## config.mk

```make
export PLATFORM = sky130hd
export DESIGN_NAME = aos_cfg_fifo_flat
export DESIGN_NICKNAME = d
export VERILOG_FILES = /design/src/rtl/aos_cfg_fifo_pkg.sv /design/src/rtl/aos_cfg_fifo_if.sv /design/src/rtl/aos_cfg_fifo_ram.sv /design/src/rtl/aos_cfg_fifo.sv /design/src/flat_wrapper.sv
export SDC_FILE = /design/constraint.sdc
export NUM_CORES = 1
export LEC_CHECK = 0
export CAP_MARGIN = 5
export CORE_MARGIN = 10
export CORE_UTILIZATION = 25
export DETAILED_ROUTE_END_ITERATION = 10
export DONT_BUFFER_PORTS = 1
export GPL_TIMING_DRIVEN = 0
export HOLD_SLACK_MARGIN = 0.03
export SLEW_MARGIN = 20
export SYNTH_ARGS = -nofsm -noshare
export SYNTH_HDL_FRONTEND = slang
export SYNTH_SLANG_ARGS = --single-unit
```

## constraint.sdc

```tcl
create_clock -name clk -period 6.1 [get_ports clk]
set_input_delay 1.525 -clock clk [delete_from_list [all_inputs] [get_ports clk]]
set_output_delay 1.525 -clock clk [all_outputs]
set_load 0.1 [all_outputs]
```

## src/rtl/aos_cfg_fifo_pkg.sv

```systemverilog
// Shared types and helpers for the configurable AmorphOS queue FIFO.
// Stats width applies only when AOS_FIFO_STATS_EN is defined.
package aos_fifo_pkg;

  typedef enum logic {
    AOS_FIFO_FALLTHRU = 1'b0,
    AOS_FIFO_REGOUT   = 1'b1
  } aos_fifo_type_e;

  typedef enum logic {
    OUT_EMPTY = 1'b0,
    OUT_VALID = 1'b1
  } aos_out_state_e;

  localparam int AOS_FIFO_STAT_W = 16;

  function automatic int aos_fifo_capacity(
    input int typ,
    input int depth_log2
  );
    int extra;
    extra = (typ == int'(AOS_FIFO_REGOUT)) ? 1 : 0;
    return (1 << depth_log2) + extra;
  endfunction

endpackage

```

## src/rtl/aos_cfg_fifo_if.sv

```systemverilog
// Enqueue/dequeue bundle for aos_cfg_fifo.
// Stats signals exist only when AOS_FIFO_STATS_EN is defined.
interface aos_cfg_fifo_if
  import aos_fifo_pkg::*;
#(
  parameter int WIDTH      = 64,
  parameter int DEPTH_LOG2 = 2
) ();

  logic                  enq_en;
  logic [WIDTH-1:0]      enq_data;
  logic                  full;
  logic                  almost_full;
  logic                  deq_en;
  logic [WIDTH-1:0]      deq_data;
  logic                  empty;
  logic [DEPTH_LOG2:0]   count;
`ifdef AOS_FIFO_STATS_EN
  logic [DEPTH_LOG2:0]          hw_mark;
  logic [AOS_FIFO_STAT_W-1:0]   ovf_cnt;
  logic [AOS_FIFO_STAT_W-1:0]   udf_cnt;

  modport slave (
    input  enq_en, enq_data, deq_en,
    output full, almost_full, deq_data,
    output empty, count,
    output hw_mark, ovf_cnt, udf_cnt
  );

  modport master (
    output enq_en, enq_data, deq_en,
    input  full, almost_full, deq_data,
    input  empty, count,
    input  hw_mark, ovf_cnt, udf_cnt
  );
`else
  modport slave (
    input  enq_en, enq_data, deq_en,
    output full, almost_full, deq_data,
    output empty, count
  );

  modport master (
    output enq_en, enq_data, deq_en,
    input  full, almost_full, deq_data,
    input  empty, count
  );
`endif

endinterface

```

## src/rtl/aos_cfg_fifo_ram.sv

```systemverilog
// Storage array: one write port, async read (fall-through)
// or registered read that doubles as the output stage.
module aos_fifo_ram #(
  parameter int WIDTH      = 64,
  parameter int DEPTH_LOG2 = 2,
  parameter bit SYNC_RD    = 1'b0
) (
  input  logic                  clk,
  input  logic                  rst_n,
  input  logic                  we,
  input  logic [DEPTH_LOG2-1:0] waddr,
  input  logic [WIDTH-1:0]      wdata,
  input  logic                  re,
  input  logic [DEPTH_LOG2-1:0] raddr,
  output logic [WIDTH-1:0]      rdata
);

  logic [WIDTH-1:0] mem_q [2**DEPTH_LOG2];

  always_ff @(posedge clk) begin
    if (we) mem_q[waddr] <= wdata;
  end

  if (SYNC_RD) begin : g_sync
    logic [WIDTH-1:0] rdata_q;
    logic [WIDTH-1:0] rdata_d;

    // Holds the last head when no reload happens.
    always_comb begin
      rdata_d = rdata_q;
      if (re) rdata_d = mem_q[raddr];
    end

    always_ff @(posedge clk or negedge rst_n) begin
      if (!rst_n) rdata_q <= '0;
      else        rdata_q <= rdata_d;
    end

    assign rdata = rdata_q;
  end else begin : g_async
    logic unused_ok;
    assign unused_ok = ^{re, rst_n};
    assign rdata     = mem_q[raddr];
  end

endmodule

```

## src/rtl/aos_cfg_fifo.sv

```systemverilog
// Configurable single-clock FIFO: fall-through or registered output.
// Optional stats outputs under AOS_FIFO_STATS_EN.
module aos_cfg_fifo
  import aos_fifo_pkg::*;
#(
  parameter int WIDTH      = 64,
  parameter int DEPTH_LOG2 = 2,
  parameter int TYPE       = 0,
  parameter int AF_THRESH  = (2**DEPTH_LOG2) - 1
) (
  input logic         clk,
  input logic         rst_n,
  aos_cfg_fifo_if.slave io
);

  localparam int CW     = DEPTH_LOG2 + 1;
  localparam int CAP    = aos_fifo_capacity(TYPE, DEPTH_LOG2);
  localparam bit REGOUT = (TYPE == int'(AOS_FIFO_REGOUT));
  localparam logic [CW-1:0] CAP_C = CW'(CAP);
  localparam logic [CW-1:0] AF_C  = CW'(AF_THRESH);

  logic [DEPTH_LOG2-1:0] wr_ptr_q, wr_ptr_d;
  logic [DEPTH_LOG2-1:0] rd_ptr_q, rd_ptr_d;
  logic [CW-1:0]         ram_cnt_q, ram_cnt_d;
  logic [CW-1:0]         count_q, count_d;
  logic                  empty_q, empty_d;
  logic                  full_q, full_d;
  logic                  af_q, af_d;
  aos_out_state_e        state_q, state_d;
  logic                  push, pop, ram_re;

  always_comb begin
    push    = io.enq_en && !full_q;
    pop     = io.deq_en && !empty_q;
    ram_re  = pop;
    state_d = state_q;
    if (REGOUT) begin
      // Reload on pop so back-to-back pops see no bubble.
      ram_re = (ram_cnt_q != '0) &&
               ((state_q == OUT_EMPTY) || pop);
      unique case (state_q)
        OUT_EMPTY: if (ram_cnt_q != '0) state_d = OUT_VALID;
        OUT_VALID: if (pop && ram_cnt_q == '0) state_d = OUT_EMPTY;
        default:   state_d = OUT_EMPTY;
      endcase
    end
    wr_ptr_d  = wr_ptr_q + DEPTH_LOG2'(push);
    rd_ptr_d  = rd_ptr_q + DEPTH_LOG2'(ram_re);
    ram_cnt_d = ram_cnt_q + CW'(push) - CW'(ram_re);
    count_d   = count_q + CW'(push) - CW'(pop);
    empty_d   = REGOUT ? (state_d == OUT_EMPTY)
                       : (count_d == '0);
    full_d    = (count_d == CAP_C);
    af_d      = (count_d >= AF_C);
  end

  always_ff @(posedge clk or negedge rst_n) begin
    if (!rst_n) begin
      wr_ptr_q  <= '0;
      rd_ptr_q  <= '0;
      ram_cnt_q <= '0;
      count_q   <= '0;
      empty_q   <= 1'b1;
      full_q    <= 1'b0;
      af_q      <= 1'b0;
      state_q   <= OUT_EMPTY;
    end else begin
      wr_ptr_q  <= wr_ptr_d;
      rd_ptr_q  <= rd_ptr_d;
      ram_cnt_q <= ram_cnt_d;
      count_q   <= count_d;
      empty_q   <= empty_d;
      full_q    <= full_d;
      af_q      <= af_d;
      state_q   <= state_d;
    end
  end

  aos_fifo_ram #(
    .WIDTH      (WIDTH),
    .DEPTH_LOG2 (DEPTH_LOG2),
    .SYNC_RD    (REGOUT)
  ) u_ram (
    .clk   (clk),
    .rst_n (rst_n),
    .we    (push),
    .waddr (wr_ptr_q),
    .wdata (io.enq_data),
    .re    (ram_re),
    .raddr (rd_ptr_q),
    .rdata (io.deq_data)
  );

  assign io.full        = full_q;
  assign io.almost_full = af_q;
  assign io.empty       = empty_q;
  assign io.count       = count_q;

`ifdef AOS_FIFO_STATS_EN
  logic [CW-1:0]              hw_q, hw_d;
  logic [AOS_FIFO_STAT_W-1:0] ovf_q, ovf_d;
  logic [AOS_FIFO_STAT_W-1:0] udf_q, udf_d;

  always_comb begin
    hw_d  = (count_d > hw_q) ? count_d : hw_q;
    ovf_d = ovf_q;
    udf_d = udf_q;
    if (io.enq_en && full_q && ovf_q != '1)
      ovf_d = ovf_q + 1'b1;
    if (io.deq_en && empty_q && udf_q != '1)
      udf_d = udf_q + 1'b1;
  end

  always_ff @(posedge clk or negedge rst_n) begin
    if (!rst_n) begin
      hw_q  <= '0;
      ovf_q <= '0;
      udf_q <= '0;
    end else begin
      hw_q  <= hw_d;
      ovf_q <= ovf_d;
      udf_q <= udf_d;
    end
  end

  assign io.hw_mark = hw_q;
  assign io.ovf_cnt = ovf_q;
  assign io.udf_cnt = udf_q;
`endif

endmodule

```

## src/flat_wrapper.sv

```systemverilog
// flat-port wrapper written by rule: the top's interface ports become plain ports
module aos_cfg_fifo_flat import aos_fifo_pkg::*;
#(
  parameter int WIDTH      = 64,
  parameter int DEPTH_LOG2 = 2,
  parameter int TYPE       = 0,
  parameter int AF_THRESH  = (2**DEPTH_LOG2) - 1
)
  (clk, rst_n, io_enq_en, io_enq_data, io_deq_en, io_full, io_almost_full, io_deq_data, io_empty, io_count);
  aos_cfg_fifo_if #(.WIDTH(WIDTH), .DEPTH_LOG2(DEPTH_LOG2)) io_i ();
  input logic clk;
  input logic rst_n;
  input wire logic [$bits(io_i.enq_en)-1:0] io_enq_en;
  input wire logic [$bits(io_i.enq_data)-1:0] io_enq_data;
  input wire logic [$bits(io_i.deq_en)-1:0] io_deq_en;
  output wire logic [$bits(io_i.full)-1:0] io_full;
  output wire logic [$bits(io_i.almost_full)-1:0] io_almost_full;
  output wire logic [$bits(io_i.deq_data)-1:0] io_deq_data;
  output wire logic [$bits(io_i.empty)-1:0] io_empty;
  output wire logic [$bits(io_i.count)-1:0] io_count;
  assign io_i.enq_en = io_enq_en;
  assign io_i.enq_data = io_enq_data;
  assign io_i.deq_en = io_deq_en;
  assign io_full = io_i.full;
  assign io_almost_full = io_i.almost_full;
  assign io_deq_data = io_i.deq_data;
  assign io_empty = io_i.empty;
  assign io_count = io_i.count;
  aos_cfg_fifo #(.WIDTH(WIDTH), .DEPTH_LOG2(DEPTH_LOG2), .TYPE(TYPE), .AF_THRESH(AF_THRESH)) u_core (.clk(clk), .rst_n(rst_n), .io(io_i));
endmodule
```

==> impl_metrics.ini, run 1 <==
[timing]
tightest_slew_ns = 0.965
clock_skew_ns = 0.00872
fmax_ghz = 0.269
min_period_over_period_pct = 61.0
final.setup.tns_ns = 0
worst_hold_slack_ns = 0.587
fin_ws_ns = 2.38
rsz0062_at_grt = false
slew_violations = 0
setup_violations = 0
max_slew_margin_pct = 35.6
hold_violations = 0
min_period_ns = 3.72

[layout]
layout-drive-gt1-share_pct = 31.1
fillers = 3595
layout.nets = 474
diodes = 0
syn_to_final_growth_pct = 18.1

[synth]
synth_area_mm2 = 0.00967
yosys.area.top_type = edfxtp_1
ys_async_sr_fraction_pct = 3.76
ys_top_cells_by_area = edfxtp_1, mux4_2, dfrtp_1
ys_seq_elements = 266
synth_nets = 435
ys_seq_area_share_pct = 82.1
synth_area_per_cell_um2 = 26.6
synthCells = 364
yosys_warnings = 0
synthDistinctLibCells = 23
yosysTopAreaCellShare_pct = 79.5
synth_edf_count = 256
yosys-top-cells-count = edfxtp_1, mux4_2, dfrtp_1
yosysMostFrequentCell = edfxtp_1
ys.flop_type = edfxtp_1

[critical_path]
required_ns = 4.58
start_kind = register
path_cells = clkbuf_1 -> mux4_2
critPathArrivalTime_ns = 2.20
rrSetupSlack_ns = 3.38
endpoint_kind = output pin
critPathKind = register to output pin
crit_fanout = 10
critical-path-max-stage-delay_ns = 0.73
crit_path_top_delay_cell = mux4_2

[drt]
vias = 3851
drt-vias-per-instance = 4.11
finalWirelength_um = 19900
ant_nets = 0
wl_per_cell_um = 21.3
first_iter_violations = 192
drcViolationCount = 0
drtPass1Iterations = 4

[global_routing]
antenna_found_initial = 0
grt_first_pass_wirelength_um = 29500
grt_overflow = 0
grt_usage_pct = 8.37
grt_pass1_vias = 4408
grt_max_degree = 39

[clock_network]
cts.sinks = 266
clk_path_buf_depth = 3
cts_tree = built
postCtsResizedCells = 0
clkSlewWorstSetupHoldPaths_ns = 0.06
numCtsBuffers = 28
clkLatencyLatePin_ns = 0.54
cts_root_buf = clkbuf_16
holdBufCountCts = 0
cts_setup_buffers = 0
cts_htree_levels = 1

[placement]
dp_hpwl_um = 13600
portBuffers = 0
dp_worst_setup_slack_ns = 2.72
gp_congestion = 0.662

[flow_run]
max_cap_violations = 0

[floorplanning]
die_x_um = 217
ioPinCount = 138
dieArea_mm2 = 0.0469
start_util_pct = 25.5
core.rowCount = 71
core_area_mm2 = 0.0379
die_h_um = 217

[worst_hold_path]
worstHoldPathType = register to register

[status]
status = finished clean
==> flip-flops by register name (all words and copies together), names as in the netlist <==
signal	count
u_core.u_ram.mem_q	256
u_core.io.count	3
u_core.rd_ptr_q	2
u_core.wr_ptr_q	2
u_core.io.almost_full	1
u_core.io.empty	1
u_core.io.full	1
==> cells by family after synthesis <==
kind of cell,count (synthesis),synth area share [%]
flops,266,82.1
mux,64,14.9
buf+inv,15,1.13
simple gates,10,0.725
xor+xnor,5,0.595
fa+ha+maj,3,0.466
compound gates,1,0.0777
==> area by class of cell <==
class	instances	area (um^2)	share of cell area, %
buffer	14	105	0.920
inverter	1	3.75	0.0329
sequential	266	7940	69.5
clock inverter	16	168	1.47
tap	511	639	5.60
multi-input combinational	83	1650	14.4
clock buffer	36	762	6.67
timing repair buffer	9	158	1.38
==> metrics by stage <==
| step | utilization (%) | instance area (um^2) | cells |
|---|---|---|---|
| 2_1_floorplan | - | 9670 | 364 |
| 3_3_place_gp | 27.2 | 10300 | 875 |
| 3_5_place_dp | 27.7 | 10500 | 884 |
| 4_1_cts | 30.1 | 11400 | 936 |
| 5_1_grt | 30.1 | 11400 | 936 |
| 6_report | 30.1 | 11400 | 936 |
==> metal layers <==
layer  track usage (%)  part of all wire (%)  routed length (um)
met5                 0                     0                   0
met4              3.05                   3.2                 636
met3              3.06                   7.6                1520
met2              15.0                    53               10600
met1              8.82                    36                7200
==> cells in the final DEF (no fill, tap or decap) <==
cell type and instances:
edfxtp_1 256, mux4_2 64, clkbuf_16 29, buf_6 9, dfrtp_1 9, clkbuf_1 7, buf_2 6, clkinv_1 6
xnor2_1 3, bufinv_16 3, inv_6 3, buf_16 3, buf_4 2, and3b_4 2, ha_1 2, clkinvlp_4 2
buf_8 2, nand2b_1 1, inv_1 1, or2_2 1, xnor3_1 1, nor2b_1 1, xor2_1 1, and3_4 1
nor3b_4 1, nand3b_1 1, a21o_1 1, nor3_1 1, nor3b_1 1, fa_1 1, clkbuf_8 1, clkinv_2 1
clkinv_4 1, dfstp_2 1
==> path summary, 6_finish.rpt <==
kind,depth (start not counted),from,endpoint
max reg2reg,5,u_core.io.full,u_core.u_ram.mem_q[0][41]
min reg2reg,1,u_core.wr_ptr_q[1],u_core.wr_ptr_q[1]
max in group asynchronous,0,rst_n,u_core.io.empty
min in group asynchronous,0,rst_n,u_core.wr_ptr_q[1]
min,1,u_core.wr_ptr_q[1],u_core.wr_ptr_q[1]
max,2,u_core.rd_ptr_q[1],io_deq_data[54]
==> worst max-delay path, delay by kind of cell (launching register included) <==
| family | cells | cell delay (ns) |
|---|---|---|
| DFF | 1 | 0.33 |
| muxes | 1 | 0.73 |
| buffers and inverters | 1 | 0.59 |
Power of run 1 is not shown: default switching activity piles up to over one toggle a cycle in this logic, so the estimate is an artifact.
==> inputs of run 2 (changes only) <==
==> constraint.sdc (replaced) <==
create_clock -name clk -period 3.3 [get_ports clk]
set_input_delay 0.825 -clock clk [delete_from_list [all_inputs] [get_ports clk]]
set_output_delay 0.825 -clock clk [all_outputs]
set_load 0.1 [all_outputs]
==> run 2 against run 1 <==
  * Sequential share of layout area fell by 0.14 points
  * Critical path depth up 1
  * First-iteration DRC count increased by 7.8%
  * Utilization up 0.059 points
  * Non-clock buffer count stayed put
  * Flip-flop and latch count did not move
  * Setup slack worse by 2.2 ns
  * Routed wire length shrank 1.9%
  * Critical path type unchanged
  * Largest cell class unchanged
==> impl_metrics.ini, run 2 (synthesized netlist as in run 1, its figures left out) <==
[drt]
drt-vias-per-instance = 4.07
wl_per_cell_um = 20.9
first_iter_violations = 207
vias = 3809
ant_nets = 0
drcViolationCount = 0
drtPass1Iterations = 4
finalWirelength_um = 19500

[critical_path]
critical-path-max-stage-delay_ns = 0.82
path_cells = buf_6 -> buf_6 -> mux4_2
crit_fanout = 10
start_kind = register
crit_top_cell = buf_6
critPathKind = register to output pin
crit_path_top_delay_cell = mux4_2
critPathArrivalTime_ns = 2.30
endpoint_kind = output pin
required_ns = 2.47

[layout]
fin_util_pct = 30.2
fillers = 3621
final_cell_mix = edfxtp_1, mux4_2, clkbuf_16
top_register = u_core.u_ram.mem_q
layout_commonest_cell = edfxtp_1
largest_reg_flops = 256
layout-drive-gt1-share_pct = 31.8
syn_to_final_growth_pct = 18.3
layout.nets = 475
diodes = 0

[timing]
hold_violations = 0
rsz0062_at_grt = false
min_period_ns = 3.12
max_slew_margin_pct = 35.4
fmax_ghz = 0.320
clock_skew_ns = 0.0140
setup_violations = 0
slew_violations = 0
tightest_slew_ns = 0.968
min_period_over_period_pct = 94.6

[floorplanning]
core_area_mm2 = 0.0379
ioPinCount = 138
die_h_um = 217
die_x_um = 217
start_util_pct = 25.5
dieArea_mm2 = 0.0469
core.rowCount = 71

[clock_network]
cts_tree = built
clkSlewWorstSetupHoldPaths_ns = 0.06
numCtsBuffers = 29
postCtsResizedCells = 0
cts_root_buf = clkbuf_16
cts_htree_levels = 1
clk_path_buf_depth = 3
clkLatencyLatePin_ns = 0.54
cts.sinks = 266

[global_routing]
antenna_found_initial = 0
grt_usage_pct = 8.15
grt_max_degree = 38
grt_pass1_vias = 4291
grt_first_pass_wirelength_um = 28600
grt_overflow = 0

[placement]
gp_congestion = 0.672
portBuffers = 0
dp_hpwl_um = 13400

[status]
status = finished clean

[flow_run]
max_cap_violations = 0

[worst_hold_path]
worstHoldPathType = input port to asynchronous set/reset pin
==> run 2: cell types whose count changed in the layout (fill, tap and decap cells not counted), moves of 2 or more <==
cell	change
clkinv_2	+3
clkinv_4	+2
clkbuf_1	-2
clkinv_1	-2
inv_6	-2
==> run 2: timing repair <==
item,4_1_cts,5_1_grt
hold endpoints to repair,9,0
buffers inserted,0,0
hold buffers,1,0
==> run 2: critical path: cells and delay by family (launching register included) <==
family | cells | cell delay, ns
buffers and inverters | 2 | 0.45
flip-flops | 1 | 0.46
multiplexers | 1 | 0.82
==> run 2: per-layer routing <==
metal  vias to the layer above  global-route usage (%)  wire length (um)
li1                       1649                       -                 -
met1                      2023                    8.23              6940
met2                       106                    14.5             10100
met3                        31                    3.89              1930
met4                         0                    2.59               514
met5                         -                       0                 0
==> run 2: final cells by class <==
type	count	area, um^2	share of cell area [%]
clock buffers	33	741	6.47
clock inverters	19	216	1.89
plain buffers	14	105	0.919
inverters	1	3.75	0.0328
well taps	511	639	5.59
repair buffers	9	153	1.33
multi-input cells	83	1650	14.4
flip-flops and latches	266	7940	69.4
==> run 2: final timing paths <==
| check | startpoint | end | slack [ns] | cells after the start |
|---|---|---|---|---|
| hold reg to reg | u_core.wr_ptr_q[1] | u_core.wr_ptr_q[1] | 0.60 | 1 |
| min in group clk | io_enq_data[58] | u_core.u_ram.mem_q[2][58] | 0.38 | 0 |
| setup reg to reg | u_core.io.full | u_core.u_ram.mem_q[0][31] | 0.60 | 4 |
| hold / removal | rst_n | u_core.io.empty | 0.12 | 0 |
| max in group asynchronous | rst_n | u_core.rd_ptr_q[1] | 2.34 | 1 |
| setup / recovery | u_core.rd_ptr_q[0] | io_deq_data[60] | 0.18 | 3 |
==> run 2: metrics by stage <==
stage          setup TNS (ns)  setup WS, ns  hold WS, ns  instance area, um^2  cells
3_3_place_gp          -306.69         -1.34        0.530                10300    875
3_5_place_dp                0         0.571        0.530                10500    883
4_1_cts                     0        0.0935       0.0890                11400    936
5_1_grt                     0        0.0535       0.0895                11400    936
2_1_floorplan               0        0.0311        0.529                 9680    364
6_report                    0         0.177        0.122                11400    936
Power of run 2 is left out for the same reason.
==> inputs of run 3 (changes only) <==
--- a/config.mk
+++ b/config.mk
@@ -12,6 +12,7 @@
 export DONT_BUFFER_PORTS = 1
 export GPL_TIMING_DRIVEN = 0
 export HOLD_SLACK_MARGIN = 0.03
+export PLACE_DENSITY_LB_ADDON = 0.25
 export SLEW_MARGIN = 20
 export SYNTH_ARGS = -nofsm -noshare
 export SYNTH_HDL_FRONTEND = slang
==> run 3 against run 2 <==
  * Flip-flop and latch count unchanged
  * Clock skew increased by 0.0041 ns
  * First-iteration DRC count is 32% lower
  * Via count increased by 2.8%
  * Critical path type unchanged
==> impl_metrics.ini, run 3 (synthesized netlist as in run 1, its figures left out) <==
[timing]
tightest_slew_ns = 0.966
setup_violations = 0
min_period_ns = 3.10
final.setup.tns_ns = 0
slew_violations = 0
fmax_ghz = 0.323
rsz0062_at_grt = false
clock_skew_ns = 0.0181
min_period_over_period_pct = 93.9
max_slew_margin_pct = 35.6
hold_violations = 0

[status]
status = finished clean

[critical_path]
critPathArrivalTime_ns = 2.27
start_kind = register
r2r_cells = 5
crit_fanout = 10
critPathKind = register to output pin
rr_startpoint = u_core.io.full
endpoint_kind = output pin
required_ns = 2.47
cp-startpoint = u_core.rd_ptr_q[0]

[global_routing]
grt_max_degree = 40
grt_overflow = 0
grt_usage_pct = 8.89
antenna_found_initial = 0
grt_pass1_vias = 4461
grt_first_pass_wirelength_um = 31000

[layout]
diodes = 0
final_area_mm2 = 0.0114
largest_reg_flops = 256
final_cell_mix = edfxtp_1, mux4_2, clkbuf_16
syn_to_final_growth_pct = 18.1
top_register = u_core.u_ram.mem_q
layout_commonest_cell = edfxtp_1
layout.nets = 478
layout-drive-gt1-share_pct = 31.4

[clock_network]
cts_root_buf = clkbuf_16
clkSlewWorstSetupHoldPaths_ns = 0.06
cts_htree_levels = 1
holdBufCountCts = 1
cts.sinks = 266
numCtsBuffers = 29
cts_setup_buffers = 0
clkLatencyLatePin_ns = 0.55
clk_path_buf_depth = 3
postCtsResizedCells = 0
cts_tree = built

[placement]
portBuffers = 0
gp_congestion = 0.653
dp_hpwl_um = 13500
postPlaceCellArea_mm2 = 0.0105

[floorplanning]
core_area_mm2 = 0.0379
ioPinCount = 138
die_x_um = 217
start_util_pct = 25.5
core.rowCount = 71
dieArea_mm2 = 0.0469
die_h_um = 217

[drt]
drtPass1Iterations = 4
first_iter_violations = 140
finalWirelength_um = 20900
drt-vias-per-instance = 4.17
drcViolationCount = 0
wl_per_cell_um = 22.3
ant_nets = 0
vias = 3915

[worst_hold_path]
worstHoldPathType = input port to asynchronous set/reset pin

[flow_run]
max_cap_violations = 0
run 3: critical path, stage by stage, from the launching register on:
cell and delay, ns:
dfrtp_1 0.43, buf_6 0.24, buf_6 0.22, mux4_2 0.81
run 3: final timing paths:
kind	slack, ns	endpoint
setup reg to reg	0.54	u_core.u_ram.mem_q[0][20]
hold / removal	0.11	u_core.io.empty
hold reg to reg	0.60	u_core.wr_ptr_q[1]
min in group clk	0.36	u_core.u_ram.mem_q[3][62]
setup / recovery	0.20	io_deq_data[43]
max in group asynchronous	2.35	u_core.rd_ptr_q[0]
run 3: layout make-up:
cell class                 instances  area (um^2)
sequential                       266         7940
multi-input combinational         83         1650
clock inverter                    13          121
clock buffer                      38          779
tap                              511          639
timing repair buffer              12          189
buffer                            14          105
inverter                           1         3.75
fill                            3665        26500
run 3: per-layer routing:
layer,GRT usage (%),vias to the layer above,part of all wire (%)
met4,2.77,0,2.2
met2,15.4,110,51
met5,0,-,0
met1,9.25,2111,36
li1,-,1661,-
met3,4.47,33,11
run 3: per-stage QoR:
step                      setup WS (ns)  hold slack (ns)  instances  util [%]
after CTS                        0.0746           0.0719        938      30.1
after global placement            -1.71            0.530        875      27.2
final                             0.202            0.108        938      30.1
after global routing             0.0379           0.0637        938      30.1
after floorplan                  0.0311            0.529        364         -
after detailed placement          0.485            0.530        886      27.7
Power of run 3 is left out for the same reason.
